--- src/rtl/dtr_recovery_ctrl.sv ---
// dtr_recovery_ctrl
//
// Control FSM for a double-time-redundancy (DTR) output block.
// - In normal operation it alternates save and check cycles.
// - On a failing check it runs a fixed recovery: two rollback cycles, then one substitute
//   cycle, then it resumes normal operation.
// - A retry budget limits how many recoveries may happen back to back. A further fault
//   after the budget is spent parks the block in a sticky halt that only rst clears.
// - A run of clean checks refills the budget.
//
// Every output is decoded from registered state only. There is no combinational path from
// fail to any output.
//
// Parameters
//   MAX_RETRY    : recoveries allowed before the next fault halts (1 .. 2**RETRY_W-1)
//   RETRY_W      : width of the retry counter
//   QUIET_CYCLES : consecutive clean check cycles that clear the retry counter (>= 1)
//   QUIET_W      : width of the quiet counter (must hold QUIET_CYCLES)
//
// Ports
//   clk         : clock, rising edge
//   rst         : synchronous active-high reset, beats every other event
//   fail        : error flag from the output block, sampled only on RUN check cycles
//   save        : first (save) cycle of each DTR pair
//   rollBack    : recovery in progress; output block selects its substitution path
//   subst       : substitution cycle (output block substitutes when rollBack && subst)
//   phase       : 0 = save cycle, 1 = check cycle; 0 outside RUN
//   retry_cnt   : recoveries since the last quiet clear
//   halted      : sticky unrecoverable-error flag
//   fault_total : saturating count of accepted faults (only with DTR_FAULT_STATS_EN)
//
// Optional feature
//   Define DTR_FAULT_STATS_EN to add the 8-bit fault_total output and its counter.

module dtr_recovery_ctrl #(
    parameter int unsigned MAX_RETRY    = 3,
    parameter int unsigned RETRY_W      = 2,
    parameter int unsigned QUIET_CYCLES = 4,
    parameter int unsigned QUIET_W      = 3
) (
    input  logic               clk,
    input  logic               rst,
    input  logic               fail,
    output logic               save,
    output logic               rollBack,
    output logic               subst,
    output logic               phase,
    output logic [RETRY_W-1:0] retry_cnt,
`ifdef DTR_FAULT_STATS_EN
    output logic [7:0]         fault_total,
`endif
    output logic               halted
);

    localparam logic [RETRY_W-1:0] MaxRetry  = RETRY_W'(MAX_RETRY);
    // Value of the quiet counter at the clean check that completes a quiet run.
    localparam logic [QUIET_W-1:0] QuietLast = QUIET_W'(QUIET_CYCLES - 1);

    typedef enum logic [2:0] {
        StInit,
        StRun,
        StRoll,
        StSubst,
        StHalt
    } state_e;

    state_e             state_q, state_d;
    logic               phase_q, phase_d;
    logic [RETRY_W-1:0] retry_q, retry_d;
    logic [QUIET_W-1:0] quiet_q, quiet_d;
    logic               roll_q, roll_d;

    // Events decoded from the current RUN check cycle.
    logic check_cycle;
    logic clean_check;
    logic fault;
    logic can_retry;
    logic quiet_done;

    always_comb begin
        check_cycle = (state_q == StRun) && phase_q;
        clean_check = check_cycle && !fail;
        fault       = check_cycle && fail;
        can_retry   = (retry_q < MaxRetry);
        quiet_done  = clean_check && (quiet_q == QuietLast);
    end

    // Next-state logic.
    always_comb begin
        state_d = state_q;
        unique case (state_q)
            StInit: state_d = StRun;
            StRun: begin
                if (fault) begin
                    state_d = can_retry ? StRoll : StHalt;
                end
            end
            // roll_q counts the two rollback cycles.
            StRoll: begin
                if (roll_q) begin
                    state_d = StSubst;
                end
            end
            StSubst: state_d = StRun;
            StHalt:  state_d = StHalt;
            default: state_d = StInit;
        endcase
    end

    // Phase toggles only in RUN. Every entry into RUN (from INIT or SUBST) starts on a
    // save cycle because phase is held at 0 everywhere else.
    always_comb begin
        phase_d = 1'b0;
        if (state_q == StRun) begin
            phase_d = ~phase_q;
        end
    end

    // The retry counter saturates at MAX_RETRY: a fault at the limit halts instead.
    always_comb begin
        retry_d = retry_q;
        if (quiet_done) begin
            retry_d = '0;
        end else if (fault && can_retry) begin
            retry_d = retry_q + 1'b1;
        end
    end

    // The quiet counter restarts on every fault and wraps back to 0 when a run completes.
    always_comb begin
        quiet_d = quiet_q;
        if (fault) begin
            quiet_d = '0;
        end else if (clean_check) begin
            quiet_d = quiet_done ? '0 : quiet_q + 1'b1;
        end
    end

    // The rollback cycle counter is held at 0 outside ROLL, so each recovery starts at 0.
    always_comb begin
        roll_d = 1'b0;
        if (state_q == StRoll) begin
            roll_d = ~roll_q;
        end
    end

    always_ff @(posedge clk) begin
        if (rst) begin
            state_q <= StInit;
            phase_q <= 1'b0;
            retry_q <= '0;
            quiet_q <= '0;
            roll_q  <= 1'b0;
        end else begin
            state_q <= state_d;
            phase_q <= phase_d;
            retry_q <= retry_d;
            quiet_q <= quiet_d;
            roll_q  <= roll_d;
        end
    end

`ifdef DTR_FAULT_STATS_EN
    // Lifetime fault count. It includes the fault that enters HALT and is never touched
    // by quiet clears.
    logic [7:0] total_q, total_d;

    always_comb begin
        total_d = total_q;
        if (fault && (total_q != 8'hFF)) begin
            total_d = total_q + 8'd1;
        end
    end

    always_ff @(posedge clk) begin
        if (rst) begin
            total_q <= 8'd0;
        end else begin
            total_q <= total_d;
        end
    end

    assign fault_total = total_q;
`endif

    // Moore output decode.
    always_comb begin
        save      = (state_q == StRun) && !phase_q;
        rollBack  = (state_q == StRoll) || (state_q == StSubst);
        subst     = (state_q == StSubst);
        phase     = phase_q;
        retry_cnt = retry_q;
        halted    = (state_q == StHalt);
    end

endmodule

--- config.mk ---
export PLATFORM = sky130hd
export DESIGN_NAME = dtr_recovery_ctrl
export DESIGN_NICKNAME = d
export VERILOG_FILES = /design/src/rtl/dtr_recovery_ctrl.sv
export SDC_FILE = /design/constraint.sdc
export NUM_CORES = 1
export LEC_CHECK = 0
export CAP_MARGIN = 30
export CORE_MARGIN = 3
export CORE_UTILIZATION = 30
export DETAILED_ROUTE_END_ITERATION = 7
export PLACE_DENSITY = 0.49
export SLEW_MARGIN = 20
export SYNTH_ARGS = -nofsm -noshare
export SYNTH_HDL_FRONTEND = slang
export SYNTH_SLANG_ARGS = --single-unit
--- constraint.sdc ---
create_clock -name clk -period 1.5 [get_ports clk]
set_clock_uncertainty 0.05 [all_clocks]
set_input_delay 0.15 -clock clk [delete_from_list [all_inputs] [get_ports clk]]
set_output_delay 0.15 -clock clk [all_outputs]
set_load 0.005 [all_outputs]
==> results.cfg <==
[run_status]
outcome = finished, final reports clean

[place]
dp.cells = 91
place_congestion = 0.724
portBuffers = 9
dpl.hpwl_um = 860
dp_slack_ns = -0.0826

[cells_and_area]
post_layout_nonfiller_instances = 94
drive_above_1_share_pct = 34.6
nets = 86
nFillCells = 153
n_antenna_cell = 0
syn2layout_area_growth_pct = 44.4

[die]
io_pins = 10
start_util_pct = 32.4
core-area_um2 = 1540
rows = 14
die_y_um = 46.8
dieArea_um2 = 2190
die_x_um = 46.8

[clock_tree]
cts.clk_slew.worst_paths_ns = 0.06
cts_tree = built
htreeDepth = 1
numClockSinks = 10
cts_buffer_depth = 2
clk_root_buffer_cell = clkbuf_4
cts_buffers = 3
clock_latency_ns = 0.26
post_cts_buffers = 0

[synthesis]
synth_enable_flop_cells = 0
synthTopCellsByCount = dfxtp_1 (10), nand2b_1 (5), nor2_1 (5)
ys_seq_elements = 10
synth-seq-area-share_pct = 40.1
yosysUniqueCellTypes = 24
ys.flop_type = dfxtp_1
avgSynthCellArea_um2 = 8.91
async_flop_share_pct = 0
synth_cells = 56
synth.most_common_cell = dfxtp_1
syn-num-nets = 62
ys_warn_count = 0
synth_area_um2 = 499
netlist_top_cells_area = dfxtp_1 (40%), ha_1 (7.5%), nand2b_1 (6.3%)
synth_top_area_share_pct = 40.1
synth_top_area_cell = dfxtp_1

[worst_hold_path]
hp-class = reg -> reg
holdPathStages = 1

[power]
power_frac_clock_pct = 34.0
cellPowerDensity_nw_per_um2 = 737
swShare_pct = 23.2
switching_power_mw = 0.123
power_frac_comb_pct = 13.7
power.leakage_nw = 0.301
vdd_drop_max_uv = 514
p_int_mw = 0.408
seq_power_share_pct = 52.3

[critical_path]
worstSetupEndpointType = flip-flop
path_max_fanout = 3
critical_path_buf_inv_count = 0
startpoint_type = flip-flop
r2r_cells = 3
crit_required_ns = 1.62
cp_slowest_cell = or3b_4
path_cells = or3b_4 -> or3_1 -> o32ai_1
worstSetupPathType = reg -> reg
crit_arrival_ns = 1.61
critPathTopFamily = simple AND/OR/NAND/NOR gates
cpPeakStageDelay_ns = 0.41
cp.depth = 3

[sta]
min_period_ns = 1.49
fmaxAchievable_ghz = 0.669
period_share_pct = 99.7
slew_violations = 0
maxSlewHeadroom_pct = 77.5
finalHoldViolCount = 0
worst_pin_slew_ns = 0.328
setup_slack_ns = 0.00523
rsz0062_at_grt = yes
setup_violations = 0

[route]
final_antenna_net_count = 0
firstDrtPassIters = 3
routed-wl-met2_um = 483
wl_met1_um = 559
initialDrtViolationCount = 7
detail_route.wl_per_cell_um = 11.7
highest_layer = met4
via_per_inst = 4.93
route.met3.wl_um = 49
finalWirelength_mm = 1.10
drc = 0
via_count = 463

[grt]
overflow = 0
grt_pass1_wl_mm = 1.93
grt_max_degree = 8
grt_pass1_vias = 440
groute.usage.overall_pct = 12.4
antenna_found_initial = 0

[flow_run]
maxCapViolCount = 0
## worst reg2reg max path: stages, from the launching register on
cell and delay [ns]:
dfxtp_2 0.32, or3b_4 0.41, or3_1 0.39, o32ai_1 0.23
## area by class of cell
class	count	area, um2	area share [%]
inverter	3	11.3	1.56
multi-input combinational	41	294	40.8
timing repair buffer	21	168	23.3
clock buffer	3	22.5	3.13
sequential	10	205	28.5
tap	16	20.0	2.78
## routing by layer
| metal | vias up | GRT usage, % |
|---|---|---|
| met5 | - | 0 |
| met4 | 0 | 1.66 |
| met3 | 2 | 7.28 |
| met2 | 6 | 17.9 |
| met1 | 210 | 16.3 |
| li1 | 245 | - |
## registers in the layout, summed over array words and instances (netlist names)
name       flops
quiet_q        3
state_q        3
retry_cnt      2
phase          1
roll_q         1
## through the flow
step | instance area [um2] | hold WS (ns) | util, % | power, mW | setup TNS [ns]
2_1_floorplan | 499 | 0.294 | - | 0.312 | 0
3_3_place_gp | 684 | 0.390 | 44.4 | 0.354 | -0.0947
3_5_place_dp | 684 | 0.394 | 44.4 | 0.353 | -0.129
4_1_cts | 717 | 0.403 | 46.5 | 0.544 | 0
5_1_grt | 721 | 0.420 | 46.8 | 0.571 | -0.0442
6_report | 721 | 0.397 | 46.8 | 0.531 | 0
## what timing repair did
| item | 4_1_cts | 5_1_grt |
|---|---|---|
| hold buffers | 0 | 0 |
| pin swaps | 0 | 1 |
| resized for setup | 11 | 8 |
| setup endpoints to repair | 5 | 7 |
## final timing paths
path                            from                   endpoint  slack (ns)
max          state_q[2]$_SDFFE_PP0P_  retry_cnt[1]$_SDFFE_PP0P_       0.005
min                 phase$_SDFF_PP0_           phase$_SDFF_PP0_        0.40
max reg2reg  state_q[2]$_SDFFE_PP0P_  retry_cnt[1]$_SDFFE_PP0P_       0.005
min reg2reg         phase$_SDFF_PP0_           phase$_SDFF_PP0_        0.40
## logic make-up after synthesis
group / share of synthesized area, %
compound gates: 13.8
buf+inv: 5.26
fa+ha+maj: 7.52
simple gates: 33.3
flops: 40.1
## layout by cell type, fill, tap and decap left out, drive strengths merged, types with 2 or more instances in the layout
cell and n:
buf 13, dfxtp 10, nand2b 5, clkdlybuf4s50 5, nor2 5, nand2 4, a21oi 4, clkbuf 4
inv 3, ha 3, a211oi 3, nand3b 2, nand3 2, nor3 2, dlygate4sd2 2, or3b 2
## power by group through the flow
stage / logic (mW) / clock network [mW] / registers [mW]
CTS: 0.0723 / 0.195 / 0.277
floorplan: 0.0284 / 0 / 0.284
global route: 0.0796 / 0.213 / 0.278
detailed placement: 0.0707 / 0 / 0.282
finish: 0.0726 / 0.181 / 0.278
global placement: 0.0712 / 0 / 0.283
(Power assumes the default switching activity.)
